--- src/rtl/uart_cfg_sequencer_pkg.sv ---
// Shared constants for the UART configuration sequencer: 16550 register map,
// error codes and the sequencer state encoding.
package uart_cfg_pkg;

   localparam logic [2:0] ADR_RBR_THR_DLL = 3'd0;
   localparam logic [2:0] ADR_IER_DLM     = 3'd1;
   localparam logic [2:0] ADR_FCR         = 3'd2;
   localparam logic [2:0] ADR_LCR         = 3'd3;
   localparam logic [2:0] ADR_MCR         = 3'd4;

   localparam int         LCR_DLAB        = 7;
   localparam int         NUM_STEPS       = 8;
   localparam logic [3:0] ERR_DIV_ZERO    = 4'hF;

   typedef enum logic [2:0] {
      IDLE,
      REQ,
      GAP,
      DONE,
      ERR
   } state_t;

endpackage

--- src/rtl/uart_cfg_sequencer_ack_timer.sv ---
// Ack watchdog: counts strobe cycles without ack; expired is high during the
// last allowed cycle so the caller can abort on that edge (an ack in it still wins).
module wb_ack_timer #(
   parameter int ACK_TIMEOUT = 16,
   parameter int TO_W        = $clog2(ACK_TIMEOUT + 1)
) (
   input  logic clk,
   input  logic rst,
   input  logic clr,
   input  logic en,
   output logic expired
);

   logic [TO_W-1:0] cnt;

   always_ff @(posedge clk) begin
      if (rst || clr) begin
         cnt <= '0;
      end else if (en && !expired) begin
         cnt <= cnt + 1'b1;
      end
   end

   assign expired = en && (cnt == TO_W'(ACK_TIMEOUT - 1));

endmodule

--- src/rtl/uart_cfg_sequencer.sv ---
// Wishbone master that programs a 16550 in eight fixed steps; one cycle per ack plus
// one idle gap per step, done at start+1+8(L+1); stalls on the slave ack with a timeout.
module uart_cfg_sequencer
   import uart_cfg_pkg::*;
#(
   parameter int ACK_TIMEOUT = 16,
   parameter int TO_W        = $clog2(ACK_TIMEOUT + 1)
) (
   input  logic        wb_clk_i,
   input  logic        wb_rst_i,
   input  logic        start_i,
   input  logic [15:0] divisor_i,
   input  logic [6:0]  lcr_cfg_i,
   input  logic [7:0]  fcr_i,
   input  logic [3:0]  ier_i,
   input  logic [4:0]  mcr_i,
   output logic [2:0]  wb_adr_o,
   output logic [7:0]  wb_dat_o,
   input  logic [7:0]  wb_dat_i,
   output logic        wb_we_o,
   output logic        wb_stb_o,
   output logic        wb_cyc_o,
   input  logic        wb_ack_i,
   output logic        busy_o,
   output logic        done_o,
   output logic        error_o,
   output logic [3:0]  err_step_o
);

   state_t      state;
   logic [2:0]  step;
   logic [15:0] div_q;
   logic [6:0]  lcr_q;
   logic [7:0]  fcr_q;
   logic [3:0]  ier_q;
   logic [4:0]  mcr_q;

   logic        timeout, rd_ok, from_gap;
   logic [2:0]  nxt_step, nxt_adr;
   logic [7:0]  nxt_dat;
   logic        nxt_we;
   logic [15:0] src_div;
   logic [6:0]  src_lcr;
   logic [7:0]  src_fcr;
   logic [3:0]  src_ier;
   logic [4:0]  src_mcr;

   wb_ack_timer #(
      .ACK_TIMEOUT(ACK_TIMEOUT),
      .TO_W       (TO_W)
   ) u_timer (
      .clk    (wb_clk_i),
      .rst    (wb_rst_i),
      .clr    (state != REQ),
      .en     (state == REQ && !wb_ack_i),
      .expired(timeout)
   );

   assign from_gap = (state == GAP);
   assign rd_ok    = (wb_dat_i == {1'b0, lcr_q});
   assign wb_cyc_o = wb_stb_o;

   // Step 0 launches straight from the inputs, which are latched on the same edge.
   always_comb begin
      nxt_step = from_gap ? step + 3'd1 : 3'd0;
      src_div  = from_gap ? div_q : divisor_i;
      src_lcr  = from_gap ? lcr_q : lcr_cfg_i;
      src_fcr  = from_gap ? fcr_q : fcr_i;
      src_ier  = from_gap ? ier_q : ier_i;
      src_mcr  = from_gap ? mcr_q : mcr_i;
      nxt_adr  = ADR_LCR;
      nxt_dat  = 8'h00;
      nxt_we   = 1'b1;
      case (nxt_step)
         3'd0: begin
            nxt_dat           = {1'b0, src_lcr};
            nxt_dat[LCR_DLAB] = 1'b1;
         end
         3'd1: begin nxt_adr = ADR_RBR_THR_DLL; nxt_dat = src_div[7:0];      end
         3'd2: begin nxt_adr = ADR_IER_DLM;     nxt_dat = src_div[15:8];     end
         3'd3: begin                            nxt_dat = {1'b0, src_lcr};   end
         3'd4: begin nxt_adr = ADR_FCR;         nxt_dat = src_fcr;           end
         3'd5: begin nxt_adr = ADR_IER_DLM;     nxt_dat = {4'h0, src_ier};   end
         3'd6: begin nxt_adr = ADR_MCR;         nxt_dat = {3'h0, src_mcr};   end
         default: nxt_we = 1'b0;
      endcase
   end

   always_ff @(posedge wb_clk_i) begin
      if (wb_rst_i) begin
         state      <= IDLE;
         step       <= 3'd0;
         div_q      <= '0;
         lcr_q      <= '0;
         fcr_q      <= '0;
         ier_q      <= '0;
         mcr_q      <= '0;
         wb_adr_o   <= '0;
         wb_dat_o   <= '0;
         wb_we_o    <= 1'b0;
         wb_stb_o   <= 1'b0;
         busy_o     <= 1'b0;
         done_o     <= 1'b0;
         error_o    <= 1'b0;
         err_step_o <= '0;
      end else begin
         case (state)
            IDLE, DONE, ERR: begin
               if (start_i) begin
                  div_q      <= divisor_i;
                  lcr_q      <= lcr_cfg_i;
                  fcr_q      <= fcr_i;
                  ier_q      <= ier_i;
                  mcr_q      <= mcr_i;
                  step       <= 3'd0;
                  done_o     <= 1'b0;
                  if (divisor_i == 16'h0000) begin
                     state      <= ERR;
                     error_o    <= 1'b1;
                     err_step_o <= ERR_DIV_ZERO;
                  end else begin
                     state      <= REQ;
                     busy_o     <= 1'b1;
                     error_o    <= 1'b0;
                     err_step_o <= '0;
                     wb_stb_o   <= 1'b1;
                     wb_adr_o   <= nxt_adr;
                     wb_dat_o   <= nxt_dat;
                     wb_we_o    <= nxt_we;
                  end
               end
            end
            REQ: begin
               if ((wb_ack_i && step == 3'(NUM_STEPS - 1) && !rd_ok) || (!wb_ack_i && timeout)) begin
                  state      <= ERR;
                  busy_o     <= 1'b0;
                  error_o    <= 1'b1;
                  err_step_o <= {1'b0, step};
                  wb_stb_o   <= 1'b0;
                  wb_adr_o   <= '0;
                  wb_dat_o   <= '0;
                  wb_we_o    <= 1'b0;
               end else if (wb_ack_i) begin
                  state    <= GAP;
                  wb_stb_o <= 1'b0;
               end
            end
            GAP: begin
               if (step == 3'(NUM_STEPS - 1)) begin
                  state    <= DONE;
                  busy_o   <= 1'b0;
                  done_o   <= 1'b1;
                  wb_adr_o <= '0;
                  wb_dat_o <= '0;
                  wb_we_o  <= 1'b0;
               end else begin
                  state    <= REQ;
                  step     <= nxt_step;
                  wb_stb_o <= 1'b1;
                  wb_adr_o <= nxt_adr;
                  wb_dat_o <= nxt_dat;
                  wb_we_o  <= nxt_we;
               end
            end
            default: state <= IDLE;
         endcase
      end
   end

endmodule

--- config.mk ---
export PLATFORM = sky130hd
export DESIGN_NAME = uart_cfg_sequencer
export DESIGN_NICKNAME = d
export VERILOG_FILES = /design/src/rtl/uart_cfg_sequencer_pkg.sv /design/src/rtl/uart_cfg_sequencer_ack_timer.sv /design/src/rtl/uart_cfg_sequencer.sv
export SDC_FILE = /design/constraint.sdc
export NUM_CORES = 1
export LEC_CHECK = 0
export ABC_AREA = 1
export CORE_MARGIN = 1.5
export CORE_UTILIZATION = 56
export DETAILED_ROUTE_END_ITERATION = 7
export GPL_TIMING_DRIVEN = 0
export PLACE_DENSITY = 0.85
export SYNTH_ARGS = -nofsm -noshare
export SYNTH_HDL_FRONTEND = slang
export SYNTH_HIERARCHICAL = 1
export SYNTH_SLANG_ARGS = --single-unit
--- constraint.sdc ---
create_clock -name wb_clk_i -period 4.9 [get_ports wb_clk_i]
set_input_delay 0.49 -clock wb_clk_i [delete_from_list [all_inputs] [get_ports wb_clk_i]]
set_output_delay 0.49 -clock wb_clk_i [all_outputs]
set_load 0.01 [all_outputs]
=== Word level (Yosys, flattened, before mapping) ===
Index checks and enable logic that the tools add are counted.

* Output and inout bits: 21
* Bits of input ports: 52
* Logic and storage cells: 118
* Register bits after elaboration: 71

* Add/subtract/negate cells: 2
* Reductions and logical operators: 28
* Muxes and demuxes: 52
* Equal/unequal tests: 20

{| class="wikitable"
|+ Operators by type and width
! cell !! number
|-
| one-hot mux 8 bit (7 select lines) || 1
|-
| two-way mux 8 bit || 5
|-
| two-way mux 3 bit || 11
|-
| one-hot mux 8 bit (3 select lines) || 1
|-
| one-hot mux 3 bit (3 select lines) || 2
|-
| zero test 16 bit || 1
|-
| two-way mux 1 bit || 16
|-
| two-way mux 16 bit || 1
|-
| two-way mux 4 bit || 4
|-
| equality test 3 bit, second input constant || 5
|-
| equality test 3 x 2 -> 1 bit, second input constant || 4
|-
| one-hot mux 3 bit (4 select lines) || 1
|-
| AND reduction 5 bit || 2
|-
| one-hot mux 1 bit (3 select lines) || 3
|-
| AND reduction 3 bit || 3
|-
| equality test 8 x 7 -> 1 bit || 1
|-
| one-hot mux 4 bit (2 select lines) || 1
|-
| two-way mux 7 bit || 1
|-
| OR reduction 7 bit || 1
|-
| equality test 3 x 1 -> 1 bit, second input constant || 2
|-
| logical AND 1 bit || 6
|-
| zero test 3 bit || 2
|-
| != test 2 bit, second input constant || 3
|-
| one-hot mux 3 bit (2 select lines) || 1
|-
| 17 further kinds || 24
|}

=== Longest topological paths before layout ===
* Word-level depth: 8
* Gate-level depth with buffers: 14
* Mapped depth without buffers: 13

=== Hierarchy ===
Netlist, hierarchy kept.

{| class="wikitable"
|+ Modules (own cells, without submodules)
! module !! cells each !! sequential area each (um^2) !! area an instance (um^2) !! times used
|-
| uart_cfg_sequencer || 560 || 1321.3 || 3500.9 || 1
|-
| wb_ack_timer || 38 || 100.1 || 284.0 || 1
|}

=== Least setup slack after synthesis ===
No wires, ideal clock.

* Path kind: register to register
* From: register step[0]
* To: register wb_dat_o[1]
* Data required time: 4.772 ns
* Path slack: 3.075 ns
* Cell stages (with the launch flop): 14
* Library setup time: 0.128 ns
* Clock period less this slack: 1.825 ns
* Buffers on the path: 0
* Arrival time: 1.698 ns
* Cells stage by stage: dfxtp_1 > ha_1 > ha_1 > inv_1 > nor2_1 > inv_1 > nand2_1 > nand2_1 > nand2_1 > nand3_1 > nor2_1 > nor2_1 > nor2_1 > nor2_1

* Longest elaborated chain between the ends: 7
* Elaborated cells between the ends (all ways): 20
* Those cells by class: add/sub (1); eq/ne (8); mux (6); reduce/logical (5)

{| class="wikitable"
|+ RTL lines
! element !! RTL line !! RTL
|-
| start: declaration || uart_cfg_sequencer.sv:31 || <nowiki>logic [2:0] step;</nowiki>
|-
| start signal: assignment || uart_cfg_sequencer.sv:158 || <nowiki>step <= nxt_step;</nowiki>
|-
| adder 3 x 1 -> 3 bit || uart_cfg_sequencer.sv:65 || <nowiki>nxt_step = from_gap ? step + 3'd1 : 3'd0;</nowiki>
|-
| two-way mux 3 bit || uart_cfg_sequencer.sv:65 ||
|-
| equality test 3 bit (tied with other cells) || uart_cfg_sequencer.sv:74 || <nowiki>case (nxt_step)</nowiki>
|-
| one-hot mux 8 bit (7 select lines) || uart_cfg_sequencer.sv:74 ||
|-
| two-way mux 8 bit || uart_cfg_sequencer.sv:117 || <nowiki>if (divisor_i == 16'h0000) begin</nowiki>
|-
| two-way mux 8 bit || uart_cfg_sequencer.sv:109 || <nowiki>if (start_i) begin</nowiki>
|-
| one-hot mux 8 bit (3 select lines) || uart_cfg_sequencer.sv:107 || <nowiki>case (state)</nowiki>
|-
| end signal: assignment || uart_cfg_sequencer.sv:128 || <nowiki>wb_dat_o <= nxt_dat;</nowiki>
|-
| end signal: assignment || uart_cfg_sequencer.sv:161 || <nowiki>wb_dat_o <= nxt_dat;</nowiki>
|-
| end: declaration || uart_cfg_sequencer.sv:18 || <nowiki>output logic [7:0] wb_dat_o,</nowiki>
|}

Several ways; a longest one is shown, not always the timed one. The select of a mux whose other input is x is not followed.
A chain may end at the register's enable or synchronous reset.

==> qor.txt <==
outcome: finished, violations left
failing checks: design-rule violations
cells after synthesis: 598
Worst Setup End Kind: flop
Arrival @ worst endpoint: 2.74 ns
Total Power: 2380 uW
vias in the first global route: 3,908
register area: 1420 sq um
Hold Vio Cnt, Final: 0
n_diodes: 0
Clk Latency, worst-skew pair: 0.36 ns
share of the synthesized area in the top cell type: 37.6%
DRC violations left: 5
layout cells sized above 1: 6.12%
Layout area overhead: 27.3%
Final Setup Violations: 0
# hold bufs at CTS: 0
port bufs: 72
f_max: 0.409 GHz
count leader, synth: nand2_1
Synth top cells by count: nand2_1, nor2_1, inv_1
Pleak: 0.00213 uW
dpl hpwl: 8450 microns
die width: 85.2 microns
Buf+Inv Stages, Crit Path: 5
initial drt markers: 299
global-route wire length before repair: 18,000 microns
Rows: 29
asr flop ratio synth: 0%
Yosys warnings: 6
period utilisation layout: 49.9%
Worst VDD drop: 0.296 mV
DRT Wirelength: 11,000 microns
syn nets: 654
top cell type by total area after synthesis: dfxtp_1
area occupied by multi-input gates: 1950 sq um
largest net degree at the start of global routing: 13
fillcell total: 541
Setup Skew: 0.0111 ns
Relative slew margins: 62.6%
gr usage total: 31.6%
clk root buf: clkbuf_8
nets: 737
WHS Path Cells: 2
CP top delay family: buffers and inverters
CTS tree: yes
Final ANT Viol Nets: 0
Initial Utilization: 58.9%
Vias/cell: 5.40
xor/xnor share of the synthesized area: 0.231%
max incr delay on CP: 0.50 ns
wire per inst: 14.4 microns
post-synthesis compound-gate area fraction: 19.6%
global route overflow: 0
adder-cell area share of the yosys netlist: 1.32%
Post-CTS Setup Repair Bufs: 0
startpoint types: input pin
DP Worst Slack: 2.16 ns
busiest grt layer: met2
Crit Path Class: in2reg
register area share after synthesis: 37.6%
IO Count: 73
CP most frequent cell: clkbuf_1
r2r setup slk: 2.55 ns
post-synthesis mux area share: 0%
initial antenna violation count: 0
pwr dens: 495 nW/um^2
largest family of logic cells by synthesized area: simple AND/OR/NAND/NOR gates
met2 usage: 54.7%
M3 GR Usage: 3.99%
crit path max fanout: 10
top_reg_cell synth: dfxtp_1
Crit-path slowest cell: clkdlybuf4s50_1
die area: 7260 sq um
synth top area cells: dfxtp_1, nand2_1, o21ai_0
Core Area: 6420 sq um
Synth Register Bits: 71
Post-Synth Simple-Gate Area: 30.3%
Initial DRT Pass Iterations: 7
clk slew on worst S/H paths: 0.08 ns
unrepaired setup endpoints after global routing: no
CTS max path bufs: 2
hold crit path type: reg2reg
FF-to-FF path depth: 13
Slew @ Worst Pin: 0.561 ns
number of buffers created by CTS: 9
Die H: 85.2 microns
Avg Cell Area, Syn: 6.33 sq um
Slew Limit Fails: 0
final setup TNS: 0 ns
via count: 4,123
gpl congestion: 0.933
H-tree levels: 3
Max Cap Violations: 0
minimum clock period: 2.44 ns
Post-synth EDFFs: 0
post-route worst setup slack: 2.46 ns
Mapped Area: 3780 sq um
CP Depth: 7
PostCTS Resize Cnt: 0
WP data required: 5.19 ns
M1 GR Usage: 40.8%
Yosys cell types: 31
crit-path cells: clkdlybuf4s50_1 -> clkbuf_1 -> inv_1 -> clkbuf_1 -> clkbuf_1 -> o21ai_0 -> a21oi_1
Clock Sinks: 71
[placed cells by master, fill, tap and decap left out]
cell type        count
a21oi_1             51
o21a_1               1
nand4_1              4
clkbuf_8            12
nor2_4               2
xnor2_1              1
nor2_1              79
buf_6                1
nand3_1             30
nor2_2               3
o21bai_1             1
buf_2                3
clkinvlp_4           1
clkinv_2             1
nand3_2              2
clkbuf_1            17
o211ai_1             1
nand2_2              3
a21boi_1             4
a21boi_0             2
nor2_8               1
nand2_1            148
clkdlybuf4s50_1     72
nor3_1               2
bufinv_16            1
inv_2                6
inv_6                1
nand2_4              1
ha_1                 4
buf_4                3
a31oi_1              1
dfxtp_1             71
o21ai_1              9
buf_1                1
inv_1               73
o21ai_2              1
o21ai_0             72
[kinds of logic (layout without fill, tap and decap cells)]
group	count (synthesis)	count (layout)
compound gates	143	143
xor+xnor	1	1
fa+ha+maj	4	4
buf+inv	104	192
flops	71	71
simple gates	275	275
[state kept, by name, summed over array words and instances, names as in the netlist, 4 cells and up]
name         cells
div_q           16
wb_dat_o         8
mcr_q            5
u_timer/cnt      5
lcr_q            7
err_step_o       4
fcr_q            8
ier_q            4
[path summary, 6_finish.rpt]
path / end / start
max: div_q[11] / wb_rst_i
min: div_q[3] / div_q[3]
max reg2reg: wb_dat_o[2] / step[0]
min reg2reg: div_q[3] / div_q[3]
[where the power goes]
group / switching (uW) / internal [uW] / leakage, uW
Sequential: 74.6 / 728 / 0.000585
Combinational: 681 / 389 / 0.00144
Clock: 232 / 278 / 0.000109
Total: 987 / 1400 / 0.00213
[through the flow]
step | cell area [sq um] | util, % | cells | hold slack (ns)
6_report | 4820 | 75.0 | 763 | 0.449
5_1_grt | 4820 | 75.0 | 763 | 0.468
4_1_cts | 4820 | 75.0 | 763 | 0.450
3_5_place_dp | 4600 | 71.7 | 747 | 0.439
3_3_place_gp | 4600 | 71.7 | 747 | 0.433
2_1_floorplan | 3780 | - | 598 | 0.425
[metal layers]
metal,vias up,share of wire [%]
met5,-,0
met4,0,1.3
met3,14,6.8
met2,183,49
met1,1856,43
li1,2070,-
[area by class of cell]
type                       instances  share of cell area (%)
buffer                            25                    2.41
clock buffer                      12                    3.43
clock inverter                     4                    1.06
inverter                          79                    6.15
multi-input combinational        423                    40.5
sequential                        71                    29.5
tap                               77                    2.00
timing repair buffer              72                    15.0
[worst reg2reg max path, cell delays in order (launching register included)]
cell	delay [ns]
dfxtp_1	0.38
ha_1	0.23
ha_1	0.33
inv_1	0.13
nor2_1	0.16
inv_1	0.07
nand2_1	0.11
nand2_1	0.18
nand2_1	0.15
nand3_1	0.08
nor2_1	0.19
nor2_1	0.07
nor2_1	0.09
nor2_1	0.04
(Power assumes the default switching activity.)
